--- config.mk ---
export PLATFORM = sky130hd
export DESIGN_NAME = uart_tx
export DESIGN_NICKNAME = d
export VERILOG_FILES = /design/src/rtl/uart_tx.sv
export SDC_FILE = /design/constraint.sdc
export NUM_CORES = 1
export LEC_CHECK = 0
export CORE_MARGIN = 1
export CORE_UTILIZATION = 55
export CTS_CLUSTER_DIAMETER = 50
export DETAILED_ROUTE_END_ITERATION = 6
export PLACE_DENSITY = 0.74
export SKIP_CTS_REPAIR_TIMING = 1
export SYNTH_ARGS = -nofsm -noshare
export SYNTH_HDL_FRONTEND = slang
export SYNTH_SLANG_ARGS = --single-unit
--- constraint.sdc ---
create_clock -name clk -period 2.5 [get_ports clk]
set_input_delay 0.625 -clock clk [delete_from_list [all_inputs] [get_ports clk]]
set_output_delay 0.625 -clock clk [all_outputs]
set_load 0.005 [all_outputs]
--- src/rtl/uart_tx.sv ---
// UART transmitter: a small byte FIFO feeding an LSB-first serialiser with
// optional odd/even parity and one or two stop bits, timed by a baud divider.
module uart_tx #(
  parameter int CLKS_PER_BIT = 434,
  parameter int FIFO_DEPTH   = 4,
  parameter int PARITY       = 0,
  parameter int STOP_BITS    = 1
) (
  input  logic                        clk,
  input  logic                        rst_n,
  input  logic [7:0]                  din,
  input  logic                        din_valid,
  output logic                        din_ready,
  output logic                        tx,
  output logic                        busy,
  output logic [$clog2(FIFO_DEPTH):0] fifo_count
);

  localparam int AW = $clog2(FIFO_DEPTH);
  localparam int CW = $clog2(CLKS_PER_BIT);
  localparam logic [CW-1:0] BAUD_LAST = CW'(CLKS_PER_BIT - 1);
  localparam logic [AW:0]   FULL_CNT  = (AW + 1)'(FIFO_DEPTH);
  localparam logic [2:0]    STOP_LAST = 3'(STOP_BITS - 1);

  typedef enum logic [2:0] {
    S_IDLE,
    S_START,
    S_DATA,
    S_PARITY,
    S_STOP
  } state_t;

  state_t        state_q, state_d;
  logic [AW-1:0] wr_ptr_q, wr_ptr_d;
  logic [AW-1:0] rd_ptr_q, rd_ptr_d;
  logic [AW:0]   count_q, count_d;
  logic [CW-1:0] baud_q, baud_d;
  logic [2:0]    bit_cnt_q, bit_cnt_d;
  logic [7:0]    sr_q, sr_d;
  logic          par_q, par_d;
  logic          tx_q, tx_d;

  logic [7:0]    fifo_mem [FIFO_DEPTH];
  logic [7:0]    head;
  logic          push;
  logic          pop;
  logic          bit_end;

  assign din_ready  = (count_q != FULL_CNT);
  assign push       = din_valid && din_ready;
  assign head       = fifo_mem[rd_ptr_q];
  assign bit_end    = (baud_q == BAUD_LAST);
  assign tx         = tx_q;
  assign fifo_count = count_q;
  assign busy       = (state_q != S_IDLE) || (count_q != '0);

  // Storage is not reset; emptiness is tracked solely by the pointers/count.
  always_ff @(posedge clk) begin
    if (push) begin
      fifo_mem[wr_ptr_q] <= din;
    end
  end

  always_comb begin
    wr_ptr_d = push ? wr_ptr_q + AW'(1) : wr_ptr_q;
    rd_ptr_d = pop  ? rd_ptr_q + AW'(1) : rd_ptr_q;
    count_d  = count_q;
    case ({push, pop})
      2'b10:   count_d = count_q + (AW + 1)'(1);
      2'b01:   count_d = count_q - (AW + 1)'(1);
      default: count_d = count_q;
    endcase
  end

  always_comb begin
    state_d   = state_q;
    baud_d    = baud_q;
    bit_cnt_d = bit_cnt_q;
    sr_d      = sr_q;
    par_d     = par_q;
    tx_d      = tx_q;
    pop       = 1'b0;

    if (state_q != S_IDLE) begin
      baud_d = bit_end ? '0 : baud_q + CW'(1);
    end

    case (state_q)
      S_IDLE: begin
        tx_d = 1'b1;
        if (count_q != '0) begin
          pop = 1'b1;
        end
      end
      S_START: begin
        if (bit_end) begin
          tx_d      = sr_q[0];
          sr_d      = {1'b0, sr_q[7:1]};
          bit_cnt_d = '0;
          state_d   = S_DATA;
        end
      end
      S_DATA: begin
        if (bit_end) begin
          if (bit_cnt_q != 3'd7) begin
            bit_cnt_d = bit_cnt_q + 3'd1;
            tx_d      = sr_q[0];
            sr_d      = {1'b0, sr_q[7:1]};
          end else if (PARITY != 0) begin
            tx_d    = par_q;
            state_d = S_PARITY;
          end else begin
            tx_d      = 1'b1;
            bit_cnt_d = '0;
            state_d   = S_STOP;
          end
        end
      end
      S_PARITY: begin
        if (bit_end) begin
          tx_d      = 1'b1;
          bit_cnt_d = '0;
          state_d   = S_STOP;
        end
      end
      S_STOP: begin
        // bit_cnt counts stop bits here so two stop bits need no wider divider
        if (bit_end) begin
          if (bit_cnt_q != STOP_LAST) begin
            bit_cnt_d = bit_cnt_q + 3'd1;
          end else if (count_q != '0) begin
            pop = 1'b1;
          end else begin
            state_d = S_IDLE;
          end
        end
      end
      default: state_d = S_IDLE;
    endcase

    if (pop) begin
      sr_d      = head;
      par_d     = (PARITY == 1) ? ~(^head) : (^head);
      bit_cnt_d = '0;
      baud_d    = '0;
      tx_d      = 1'b0;
      state_d   = S_START;
    end
  end

  always_ff @(posedge clk or negedge rst_n) begin
    if (!rst_n) begin
      state_q   <= S_IDLE;
      wr_ptr_q  <= '0;
      rd_ptr_q  <= '0;
      count_q   <= '0;
      baud_q    <= '0;
      bit_cnt_q <= '0;
      sr_q      <= '0;
      par_q     <= 1'b0;
      tx_q      <= 1'b1;
    end else begin
      state_q   <= state_d;
      wr_ptr_q  <= wr_ptr_d;
      rd_ptr_q  <= rd_ptr_d;
      count_q   <= count_d;
      baud_q    <= baud_d;
      bit_cnt_q <= bit_cnt_d;
      sr_q      <= sr_d;
      par_q     <= par_d;
      tx_q      <= tx_d;
    end
  end

endmodule

# == Word level (Yosys, flattened, before mapping) ==
# Memory sizes are Yosys's and may differ from the RTL's.
# Cells that the tools add are included.
# op_classes
addsub,6
eq_ne,20
mux,37
n_reduce_logical,16
# ops
op,n
two-way mux 3 bit,14
"!= test 3 bit, second input constant",11
two-way mux 8 bit,4
two-way mux 9 bit,3
one-hot mux 8 bit (2 select lines),1
one-hot mux 3 bit (5 select lines),1
nonzero test 3 bit,4
two-way mux 1 bit,10
"adder 9 x 1 -> 9 bit, second input constant",1
"== test 9 bit, second input constant",1
one-hot mux 3 bit (3 select lines),1
AND reduction 4 bit,2
AND reduction 8 bit,1
"adder 3 x 1 -> 3 bit, second input constant",2
"== test 3 x 2 -> 1 bit, second input constant",2
one-hot mux 3 bit (2 select lines),1
AND reduction 5 bit,1
nonzero test 5 bit,1
"adder 2 x 1 -> 2 bit, second input constant",2
one-hot mux 1 bit (4 select lines),1
nonzero test 2 bit,2
nonzero test 4 bit,1
"== test 3 x 1 -> 1 bit, second input constant",1
"== test 3 bit, second input constant",1
10 further kinds,10
# totals
register_bits,31
ramBits,32
inputBits,11
out_inout_bits,6
word_cells,88
memories,1
# memory_table
name,depth,word_bits,rd,rd_clocked_by_memory_dff,wr,line_no,source
fifo_mem,4,8,1,0,1,43,logic [7:0] fifo_mem [FIFO_DEPTH];

# == Depth between registers and ports, before layout ==
# depth
word_depth,7
ltp_mapped,12
mapped_depth_nobuf,12

# == Worst setup path after synthesis ==
# No wires, ideal clock.
# synth_timing
path_kind,reg-to-reg
start,register bit_cnt_q[0]
end,register count_q[2] (netlist: fifo_count[2])
setup_time_ns,0.079
t_arrival_ns,2.161
required_ns,2.421
setup_slack_ns,0.260
path_stages_with_launch,13
n_path_buf,0
synth_period_minus_slack_ns,2.240
path_cell_list,dfrtp_1 inv_1 ha_1 nor4b_2 nand4_2 and2_4 inv_2 ha_1 inv_1 fa_1 xor2_1 nor2_1 xor2_1
# synth_between
elab_chain_len,6
word_cells_on_any_way,8
classes_between,2 x eq/ne; 4 x mux; 2 x reduce/logical
# synth_lines
element,line_no,source
start: declaration,38,"logic [2:0] bit_cnt_q, bit_cnt_d;"
start signal: assignment,168,bit_cnt_q <= bit_cnt_d;
nonzero test 3 bit (*),129,if (bit_cnt_q != STOP_LAST) begin
two-way mux 1 bit (*),129,
two-way mux 1 bit (*),128,if (bit_end) begin
one-hot mux 1 bit (2 select lines) (*),88,case (state_q)
== test 2 x 1 -> 1 bit / == test 2 bit (equally long branches),68,"case ({push, pop})"
one-hot mux 3 bit (2 select lines) / nonzero test 2 bit (equally long branches),-,
end signal: assignment,166,count_q <= count_d;
end: declaration,36,"logic [AW:0] count_q, count_d;"
# Mark *: on every way between the ends. The rest lies on a longest branch, timed or not.
# A chain may end at the register's enable or synchronous reset.

# == Worst setup path after layout ==
# layout_timing
start,register state_q[0]
end,output port busy
# layout_between
elab_chain_len,2
# layout_lines
element,line_no,source
start: declaration,33,"state_t state_q, state_d;"
start signal: assignment,163,state_q <= state_d;
nonzero test 3 bit,55,assign busy = (state_q != S_IDLE) || (count_q != '0);
logical OR 1 bit,55,
end: declaration,15,"output logic busy,"
# No other way between the ends.

==> results by group <==
Outcome
  • Run status: finished, final reports clean

STA
  • Max_slew headroom: 0.602
  • Final Cycle Share: 0.979
  • Unrepaired setup endpoints after global routing: yes
  • Worst Max-Slew Pin Slew: 595 ps
  • Final Skew: 6.50 ps
  • Fin. Hold Viols: 0
  • Final Hold Slack: 491 ps
  • Final setup vio count: 0
  • Fin. max-slew vios: 0
  • Max Fclk: 0.409 GHz
  • Period minus WS final: 2450 ps

CTS
  • Clk_lat worst skew: 330 ps
  • Max Root-Sink Buffers: 2
  • Worst-path clk slew: 80 ps
  • CTS root buffer: clkbuf_8
  • Inserted Clock Buffers: 9
  • CTS tree: yes
  • H-tree Lvls: 3
  • CTS Sinks: 63

Power and ir drop
  • Leakage Power: 0.00137 uW
  • NetSw: 1330 uW
  • Sw Share: 0.345
  • Seq pwr share: 0.416
  • Post-layout power: 3860 uW
  • Cell Int Power: 2530 uW
  • Clk pwr share: 0.231
  • Cell area power density: 1120 nW/um2
  • VDD IR-drop max: 622 uV
  • Gate power share: 0.353

Logic synthesis
  • Post-synth EDFFs: 32
  • Yosys warning count: 0
  • Register bit count reported by yosys: 63
  • Ys flop type: edfxtp_1
  • Post-Syn Area: 2910 um2
  • Ys async rst share: 0.492
  • Post-Synthesis Cells: 224
  • Synth cell types: 50
  • Cell taking the most area after synthesis: edfxtp_1
  • Post-synthesis sequential area ratio: 0.597
  • Syn Nets: 246
  • Syn Area/Cell: 13.0 um2
  • Dominant cells by area after synthesis: edfxtp_1 (33%), dfrtp_1 (26%), mux4_2 (6.2%), ha_1 (4.3%), nor2_1 (2.6%)
  • Post-synth top area share: 0.330

Cells and area
  • Most common cell after layout, fill and taps aside: edfxtp_1
  • Area grow syn2layout: 18.1%
  • Non-Filler Instances: 330
  • Fillers: 372
  • Most frequent cells in the layout: edfxtp_1 (32), dfrtp_1 (29), nor2_1 (19)
  • Final #Nets: 277
  • Ant. Diodes: 0
  • Layout cells sized above 1: 0.196

Critical path
  • Startpoint type of the worst setup path: register
  • Critical Path RT: 1880 ps
  • Critical path type: reg -> out
  • CP max FO: 4
  • CP arrival: 1820 ps
  • Crit. End Element: primary output

Routing
  • Vias per cell: 5.40
  • Via count: 1783
  • Drt first pass iters: 4
  • Post-route ant nets: 0
  • Detailed-route wire length per cell: 15.2 um
  • Iteration-0 DRC Markers: 138
  • Total routed wirelength: 5.01 mm
  • Drt drc: 0

Die
  • # IOs: 17
  • Die Area: 5590 um2
  • Die H: 74.8 um
  • Initial core utilization: 0.570
  • Row Count: 26
  • Chip width: 74.8 um
  • Core area: 5110 um2

GRT
  • Grt total ovfl: 0
  • All-Layer GR Usage: 0.203
  • Largest net degree at the start of global routing: 21
  • Vias in the first global route: 1699
  • Initial antenna violation count: 0
  • First-pass GRT wire length: 8.14 mm

Min path
  • Hold/Removal Path Class: reg -> reg

Placed design
  • DP HPWL: 3.46 mm
  • DP Cell Count: 310
  • GPL Wtd Cong: 0.737
  • Buffers on Ports: 16

Flow run
  • Max-Cap Viols: 0
==> final timing paths <==
kind                                         from                        end  slack [ps]  cells after the start
setup reg to reg            baud_q[1]$_DFFE_PN0P_  fifo_count[2]$_DFFE_PN0P_         150                     12
setup / recovery           state_q[0]$_DFFE_PN0P_                       busy          50                      4
min in group asynchronous                   rst_n      baud_q[0]$_DFFE_PN0P_         670                      1
hold / removal                     tx$_DFFE_PN1P_             tx$_DFFE_PN1P_         490                      2
max in group asynchronous                   rst_n  fifo_count[0]$_DFFE_PN0P_        1310                      2
hold reg to reg                    tx$_DFFE_PN1P_             tx$_DFFE_PN1P_         490                      2
==> cells by family (layout without fill, tap and decap cells) <==
logic type / count (synthesis) / in the layout / share of synthesized area
multiplexers: 11 / 11 / 0.0726
adder cells (fa/ha/maj): 11 / 11 / 0.0498
flip-flops: 63 / 63 / 0.597
AO/OA/AOI/OAI: 42 / 42 / 0.0976
buffers and inverters: 21 / 57 / 0.0288
AND/OR/NAND/NOR: 64 / 64 / 0.118
XOR/XNOR: 12 / 12 / 0.0361
==> cells in the mapped netlist, types with 3 or more instances <==
| library cell | count |
|---|---|
| edfxtp_1 | 32 |
| dfrtp_1 | 30 |
| nor2_1 | 20 |
| inv_1 | 13 |
| a21oi_1 | 12 |
| nand2_1 | 12 |
| ha_1 | 10 |
| mux4_2 | 8 |
| o21ai_0 | 8 |
| o22ai_1 | 7 |
| xnor2_1 | 6 |
| xor2_1 | 6 |
| and3_1 | 5 |
| nand3_1 | 5 |
| buf_2 | 4 |
| nand2b_1 | 3 |
| nor2b_1 | 3 |
| nor3_1 | 3 |
| or3_1 | 3 |
==> power groups by stage <==
stage,Combinational (uW),Sequential [uW],Clock (uW)
after floorplan,1010,1510,0
after global placement,1280,1620,0
after detailed placement,1300,1630,0
after CTS,1310,1610,907
after global routing,1510,1640,954
final,1360,1610,893
==> through the flow <==
step                      setup slack, ps  cell area [um2]  setup TNS, ps  utilization
after floorplan                       260             2910              0            -
after global placement                125             3190              0        0.624
after detailed placement             62.9             3190              0        0.624
after CTS                            -114             3390           -114        0.665
after global routing                -33.7             3440          -33.7        0.673
final                                52.6             3440              0        0.673
==> routing by layer <==
metal	vias to the layer above	GRT usage	wire length [um]
met5	-	0	0
met4	0	0.0692	28
met3	2	0.0562	141
met2	35	0.314	2490
met1	866	0.280	2350
li1	880	-	-
==> final cells by class <==
| class | count | area (um2) | area share |
|---|---|---|---|
| inverters | 15 | 56.3 | 0.0164 |
| repair buffers | 26 | 248 | 0.0720 |
| multi-input cells | 140 | 1100 | 0.321 |
| clock buffers | 9 | 124 | 0.0360 |
| flip-flops and latches | 63 | 1740 | 0.506 |
| well taps | 70 | 87.6 | 0.0255 |
| clock inverters | 7 | 81.3 | 0.0236 |
==> worst max-delay path, cell delays in order (launching register included) <==
cell and delay (ps):
dfrtp_1 430, or3_4 420, nor2_4 150, inv_2 60, clkdlybuf4s50_1 440
==> sequential cells by signal, summed over array words and instances, names as in the netlist <==
signal,cells
sr_q,8
bit_cnt_q,3
tx,1
wr_ptr_q,2
state_q,3
fifo_count,3
rd_ptr_q,2
fifo_mem,32
baud_q,9
(Power assumes the default switching activity.)
